[src/rtl/lcd_pkg.sv]
// lcd_pkg: shared types and constants for the HD44780 character LCD driver.
//   - step_e     : sequencer step index (INIT1..CHAR15, DONE = 24)
//   - CMD_*      : HD44780 command bytes used by the init sequence
//   - MSG        : fixed 16-character banner, character 0 in the top byte
//   - step_cfg() : RS / DB / length (in clk cycles) for each step
// Optional feature macro (used by lcd_display): LCD_DEBUG_STEP_EN.
package lcd_pkg;

  // Step lengths in clk cycles (10.24 us nominal period).
  localparam int T_INIT1 = 2000;
  localparam int T_INIT2 = 513;
  localparam int T_INIT3 = 150;
  localparam int T_CLEAR = 400;
  localparam int T_CHAR  = 10;
  localparam int E_HIGH  = 2;

  // Wide enough for the longest step (T_INIT1 - 1).
  localparam int CNT_W = 11;

  localparam logic [7:0] CMD_WAKE   = 8'h30;  // function set, 8-bit (wake-up)
  localparam logic [7:0] CMD_FSET   = 8'h38;  // 8-bit, 2 lines, 5x8 font
  localparam logic [7:0] CMD_DOFF   = 8'h08;  // display off
  localparam logic [7:0] CMD_CLEAR  = 8'h01;  // clear display
  localparam logic [7:0] CMD_ENTRY  = 8'h06;  // increment, no shift
  localparam logic [7:0] CMD_DON    = 8'h0C;  // display on, cursor off

  localparam int MSG_LEN = 16;
  localparam logic [8*MSG_LEN-1:0] MSG = "ELEX 7660 LCD OK";

  typedef enum logic [4:0] {
    ST_INIT1  = 5'd0,
    ST_INIT2  = 5'd1,
    ST_INIT3  = 5'd2,
    ST_FSET   = 5'd3,
    ST_DOFF   = 5'd4,
    ST_CLR    = 5'd5,
    ST_ENTRY  = 5'd6,
    ST_DON    = 5'd7,
    ST_CHAR0  = 5'd8,
    ST_CHAR1  = 5'd9,
    ST_CHAR2  = 5'd10,
    ST_CHAR3  = 5'd11,
    ST_CHAR4  = 5'd12,
    ST_CHAR5  = 5'd13,
    ST_CHAR6  = 5'd14,
    ST_CHAR7  = 5'd15,
    ST_CHAR8  = 5'd16,
    ST_CHAR9  = 5'd17,
    ST_CHAR10 = 5'd18,
    ST_CHAR11 = 5'd19,
    ST_CHAR12 = 5'd20,
    ST_CHAR13 = 5'd21,
    ST_CHAR14 = 5'd22,
    ST_CHAR15 = 5'd23,
    ST_DONE   = 5'd24
  } step_e;

  typedef struct packed {
    logic             rs;
    logic [7:0]       db;
    logic [CNT_W-1:0] len;
  } step_cfg_t;

  // DONE returns RS=0/DB=0; its length is irrelevant because the timer is
  // held idle there.
  function automatic step_cfg_t step_cfg(input step_e s);
    step_cfg_t c;
    int        idx;
    c.rs  = 1'b0;
    c.db  = 8'h00;
    c.len = CNT_W'(1);
    idx   = 0;
    case (s)
      ST_INIT1: begin c.db = CMD_WAKE;  c.len = CNT_W'(T_INIT1); end
      ST_INIT2: begin c.db = CMD_WAKE;  c.len = CNT_W'(T_INIT2); end
      ST_INIT3: begin c.db = CMD_WAKE;  c.len = CNT_W'(T_INIT3); end
      ST_FSET:  begin c.db = CMD_FSET;  c.len = CNT_W'(T_INIT3); end
      ST_DOFF:  begin c.db = CMD_DOFF;  c.len = CNT_W'(T_INIT3); end
      ST_CLR:   begin c.db = CMD_CLEAR; c.len = CNT_W'(T_CLEAR); end
      ST_ENTRY: begin c.db = CMD_ENTRY; c.len = CNT_W'(T_INIT3); end
      ST_DON:   begin c.db = CMD_DON;   c.len = CNT_W'(T_INIT3); end
      ST_DONE:  ;
      default: begin
        // CHAR0..CHAR15: character i sits in the top-down byte i of MSG.
        idx   = int'(s) - int'(ST_CHAR0);
        c.rs  = 1'b1;
        c.db  = 8'(MSG >> (8 * (MSG_LEN - 1 - idx)));
        c.len = CNT_W'(T_CHAR);
      end
    endcase
    return c;
  endfunction

endpackage

[src/rtl/lcd_strobe_timer.sv]
// lcd_strobe_timer: per-step cycle counter and E strobe generator.
//   clk, rst   : clock, async active-high reset
//   run        : step active; when low the counter is held at 0 and E is low
//   len        : step length N in cycles (counter runs 0..N-1)
//   e          : registered E strobe, high while counter in [N/2, N/2+E_HIGH)
//   step_done  : combinational, high in the cycle the counter is at N-1
// E is registered from the same counter value the sequencer uses to register
// RS/DB, so strobe and bus stay cycle-aligned at the pins.
module lcd_strobe_timer
  import lcd_pkg::*;
#(
  parameter int E_HIGH_P = E_HIGH
) (
  input  logic             clk,
  input  logic             rst,
  input  logic             run,
  input  logic [CNT_W-1:0] len,
  output logic             e,
  output logic             step_done
);

  logic [CNT_W-1:0] cnt_q, cnt_d;
  logic [CNT_W-1:0] half;
  logic             e_q, e_d;

  always_comb begin
    half      = len >> 1;
    step_done = run && (cnt_q == len - CNT_W'(1));
    e_d       = run && (cnt_q >= half) && (cnt_q < half + CNT_W'(E_HIGH_P));
    cnt_d     = cnt_q + CNT_W'(1);
    if (!run || step_done) cnt_d = '0;
  end

  always_ff @(posedge clk or posedge rst) begin
    if (rst) begin
      cnt_q <= '0;
      e_q   <= 1'b0;
    end else begin
      cnt_q <= cnt_d;
      e_q   <= e_d;
    end
  end

  assign e = e_q;

endmodule

[src/rtl/lcd_display.sv]
// lcd_display: autonomous HD44780 power-on init + fixed message writer.
//   clk   : system clock (10.24 us nominal)
//   rst   : async active-high reset; restarts the sequence at INIT1
//   RS    : register select (0 command, 1 data), registered
//   RW    : always 0 (write-only)
//   E     : enable strobe, registered, LCD latches on falling edge
//   data  : [7:0] DB7..DB0, [12:8] debug step index
// Build option LCD_DEBUG_STEP_EN: when defined, data[12:8] carries the
// current step index (DONE = 24); otherwise data[12:8] is held at 0.
module lcd_display
  import lcd_pkg::*;
(
  input  logic        clk,
  input  logic        rst,
  output logic        RS,
  output logic        RW,
  output logic        E,
  output logic [12:0] data
);

  step_e      step_q, step_d;
  logic       rs_q, rs_d;
  logic [7:0] db_q, db_d;
  logic [4:0] dbg_q, dbg_d;
  step_cfg_t  cfg;
  logic       run;
  logic       step_done;
  logic       e_w;

  lcd_strobe_timer #(.E_HIGH_P(E_HIGH)) u_timer (
    .clk       (clk),
    .rst       (rst),
    .run       (run),
    .len       (cfg.len),
    .e         (e_w),
    .step_done (step_done)
  );

  // RS/DB are registered from the current step so they change on the same
  // edge the timer's counter restarts at 0 for that step.
  always_comb begin
    cfg    = step_cfg(step_q);
    run    = (step_q != ST_DONE);
    step_d = step_q;
    if (step_done) step_d = step_e'(step_q + 5'd1);
    rs_d   = cfg.rs;
    db_d   = cfg.db;
`ifdef LCD_DEBUG_STEP_EN
    dbg_d  = step_q;
`else
    dbg_d  = 5'd0;
`endif
  end

  always_ff @(posedge clk or posedge rst) begin
    if (rst) begin
      step_q <= ST_INIT1;
      rs_q   <= 1'b0;
      db_q   <= 8'h00;
      dbg_q  <= 5'd0;
    end else begin
      step_q <= step_d;
      rs_q   <= rs_d;
      db_q   <= db_d;
      dbg_q  <= dbg_d;
    end
  end

  assign RS   = rs_q;
  assign RW   = 1'b0;
  assign E    = e_w;
  assign data = {dbg_q, db_q};

endmodule

[config.mk]
export PLATFORM = sky130hd
export DESIGN_NAME = lcd_display
export DESIGN_NICKNAME = d
export VERILOG_FILES = /design/src/rtl/lcd_pkg.sv /design/src/rtl/lcd_strobe_timer.sv /design/src/rtl/lcd_display.sv
export SDC_FILE = /design/constraint.sdc
export NUM_CORES = 1
export LEC_CHECK = 0
export CAP_MARGIN = 10
export CORE_AREA = 2 2 86 88
export DETAILED_ROUTE_END_ITERATION = 8
export DIE_AREA = 0 0 88 90
export PLACE_DENSITY = 0.63
export SYNTH_ARGS = -nofsm -noshare
export SYNTH_HDL_FRONTEND = slang
export SYNTH_HIERARCHICAL = 1
export SYNTH_SLANG_ARGS = --single-unit
[constraint.sdc]
create_clock -name clk -period 4.2 [get_ports clk]
set_input_delay 0.63 -clock clk [delete_from_list [all_inputs] [get_ports clk]]
set_output_delay 0.63 -clock clk [all_outputs]
set_load 0.05 [all_outputs]
==> results.cfg, run 1 <==
[yosys]
yosysWarnings = 6
seq_area_frac_synth_pct = 26.18
synthArstFlopShare_pct = 100.0
synth_cell_types = 51
synth.largest_area_cell = dfrtp_1
ys_ff_latch = 25
ys.flop_type = dfrtp_1
yosys.area.top_type_share_pct = 26.18
synth_cells = 286
syn_area_per_cell_um2 = 8.356
synth_edf_count = 0
synth_area_leaders = dfrtp_1, ha_1, xnor2_1
synth.cell_area_um2 = 2390

[critical_path]
crit_family = simple AND/OR/NAND/NOR gates
reg2reg_from = step_q[1]
critPathKind = flip-flop to flip-flop
rrSetupSlack_ns = 0.37
startpoint = step_q[1]
worstSetupEndpointType = flip-flop
arrival_ns = 3.99
worstPathCellList = inv_1, ha_1, nor2b_1, a22o_1, o21ai_0, or4_1, or4_4, mux2i_1, a31oi_1, a211oi_2, and2_1, nand4_1, xnor2_1
start_kind = flip-flop
required_ns = 4.36
cp.depth = 13
cp_slowest_cell = or4_1
path_buf_inv = 1
ff2ff_path_depth = 13
crit_path_max_fanout = 12
cpPeakStageDelay_ns = 0.59
r2r-end = step_q[4]

[cells_and_area]
area_growth_pct = 10.21
fin_cells = 397
multi_input_area_um2 = 1625
drive_above_1_share_pct = 7.047
antenna_cells = 0
fillers = 705
finalNetCount = 330
fin_util_pct = 37.52
final-seq-area_um2 = 625.6

[timing]
tightestPinTransition_ns = 0.5880
clock.fmax_mhz = 261.3
clock_skew_ns = 0.004968
period_needed_ns = 3.826
fin_tns_setup_ns = 0
rsz0062_at_grt = false
report.final.slew_viol_count = 0
finalSetupViolCount = 0
finalHoldViolCount = 0
period_share_pct = 91.11
relSlewSlack_pct = 60.60

[clocking]
numCtsBuffers = 3
clk_pin_slew_ns = 0.09
h-tree-depth = 1
worstSkewPairLatency_ns = 0.27
clockRootBuffer = clkbuf_8
cts_tree = done
cts-resized-gates = 0
cts_sinks = 25
postCtsSetupBuffers = 0
clk_path_buf_depth = 2
hold_buffers = 0

[global_routing]
grt_pass1_vias = 1818
grtUsageMet1_pct = 18.10
grt-ovfl-total = 0
grt_max_degree = 21
met3_usage_pct = 1.469
grt_first_pass_wirelength_um = 8418
grt.total_usage_pct = 13.12
met2_usage_pct = 21.09
busiest_layer = met2
antenna_found_initial = 0

[floorplan]
die_y_um = 90
start_util_pct = 34.04
ios = 18
rows = 31
dieArea_um2 = 7920
die_x_um = 88
fp.coreArea_um2 = 7020

[place]
dp_hpwl_um = 3698
routabilityCongestion = 0.8435
dp.cells = 393
io_buffers = 10

[min_path]
hold_end = u_timer/cnt_q[0]
worstHoldStart = u_timer/cnt_q[0]
worstHoldPathType = flip-flop to flip-flop
min_path_cells = 1

[drt]
drc = 0
wl_per_cell_um = 12.00
firstDrtPassIters = 4
drt_iter0_drc = 108
vias = 1921
viasPerCell = 4.839
routed_wirelength_um = 4765
drtAntennaViolNets = 0

[pwr]
power.leakage_nw = 1.227
ir_drop_mv = 0.1219
power_density_nw_per_um2 = 155.1

[run]
maxCapViolations = 0

[outcome]
status = finished clean
-- synth_stat cells (3+ instances only) --
master,number
a21o_1,5
a21oi_1,12
buf_2,3
buf_4,8
clkbuf_1,6
dfrtp_1,25
ha_1,29
inv_1,18
mux2i_1,4
nand2_1,29
nand2b_1,4
nand3_1,10
nand4_1,7
nor2_1,28
nor2b_1,5
nor3_1,4
nor4_1,3
o21ai_0,10
o22ai_2,3
xnor2_1,25
xor2_1,9
-- how the worst max path moves through the flow --
stage,to
4_1_cts,step_q[4]
2_1_floorplan,step_q[3]
5_1_grt,step_q[3]
6_report,step_q[4]
3_5_place_dp,step_q[4]
3_3_place_gp,step_q[3]
-- cells by family after synthesis --
family	after synthesis	synth area share, %
XOR/XNOR	34	12.46
AND/OR/NAND/NOR	106	22.30
adder cells (fa/ha/maj)	29	15.18
buffers and inverters	38	7.696
flip-flops	25	26.18
AO/OA/AOI/OAI	48	13.88
multiplexers	5	2.147
other	1	0.1569
-- state kept, by name (all words and copies together) (netlist names) --
name,cells
u_timer/cnt_q,11
u_timer/e,1
step_q,5
RS,1
db_q,7
-- cell type report --
class	count	share of cell area (%)
well taps	99	4.703
clock buffers	3	1.568
clock inverters	1	0.1900
flip-flops and latches	25	23.75
multi-input cells	235	61.71
inverters	18	2.565
repair buffers	16	5.511
-- stage by stage --
stage	hold WS (ns)	area [um^2]	power, W	setup WS [ns]
global route	0.6303	2634	0.0004306	0.03212
floorplan	0.4947	2435	0.0002704	0.3737
detailed placement	0.5870	2587	0.0002683	0.3914
finish	0.6068	2634	0.0004085	0.3736
CTS	0.6002	2634	0.0004166	0.3751
global placement	0.5802	2587	0.0002682	0.4841
-- per-layer routing --
layer | routed length [um] | part of all wire, %
met1 | 2343 | 49
met2 | 2261 | 47
met3 | 101 | 2.1
met4 | 58 | 1.2
met5 | 0 | 0
-- power by group --
group | internal (W) | switching (W) | total, W | leakage [nW]
sequential | 0.000240 | 0 | 0.000240 | 0.310
clock | 0.0000665 | 0.0000789 | 0.000145 | 0.0255
combinational | 0.00000235 | 0.0000203 | 0.0000226 | 0.891
total | 0.000309 | 0.0000992 | 0.000408 | 1.23
-- cells in the final DEF, fill, tap and decap left out, types with 2 or more instances in the layout --
cell / instances
xnor2_1: 25
and3_1: 2
nor3b_1: 2
buf_4: 6
nor2b_1: 5
clkdlybuf4s50_1: 10
a21oi_1: 12
nand2b_1: 4
o21ai_0: 10
nand2_1: 29
nor2_1: 28
nand4_1: 7
conb_1: 13
xor2_1: 9
nor3_1: 4
nor4_1: 3
a211oi_2: 2
a21o_1: 5
nand3_1: 10
dfrtp_1: 25
mux2i_1: 4
a211oi_1: 2
clkbuf_8: 3
o22ai_2: 3
o2111ai_1: 2
nand3b_1: 2
inv_1: 18
ha_1: 29
and2_1: 2
o21ai_1: 2
-- worst reg2reg max path, cell delays in order, from the launching register on --
cell and delay, ns:
dfrtp_1 0.50, inv_1 0.16, ha_1 0.33, nor2b_1 0.21, a22o_1 0.20, o21ai_0 0.19
or4_1 0.59, or4_4 0.45, mux2i_1 0.16, a31oi_1 0.11, a211oi_2 0.22, and2_1 0.28
nand4_1 0.14, xnor2_1 0.16
Power figures use the tool's default switching activity.
==> run 2, diff against run 1 <==
Settings changed: CAP_MARGIN 10 to unset.
==> results of run 2 <==
The final DEF is identical to that of run 1; final timing and power are the same.
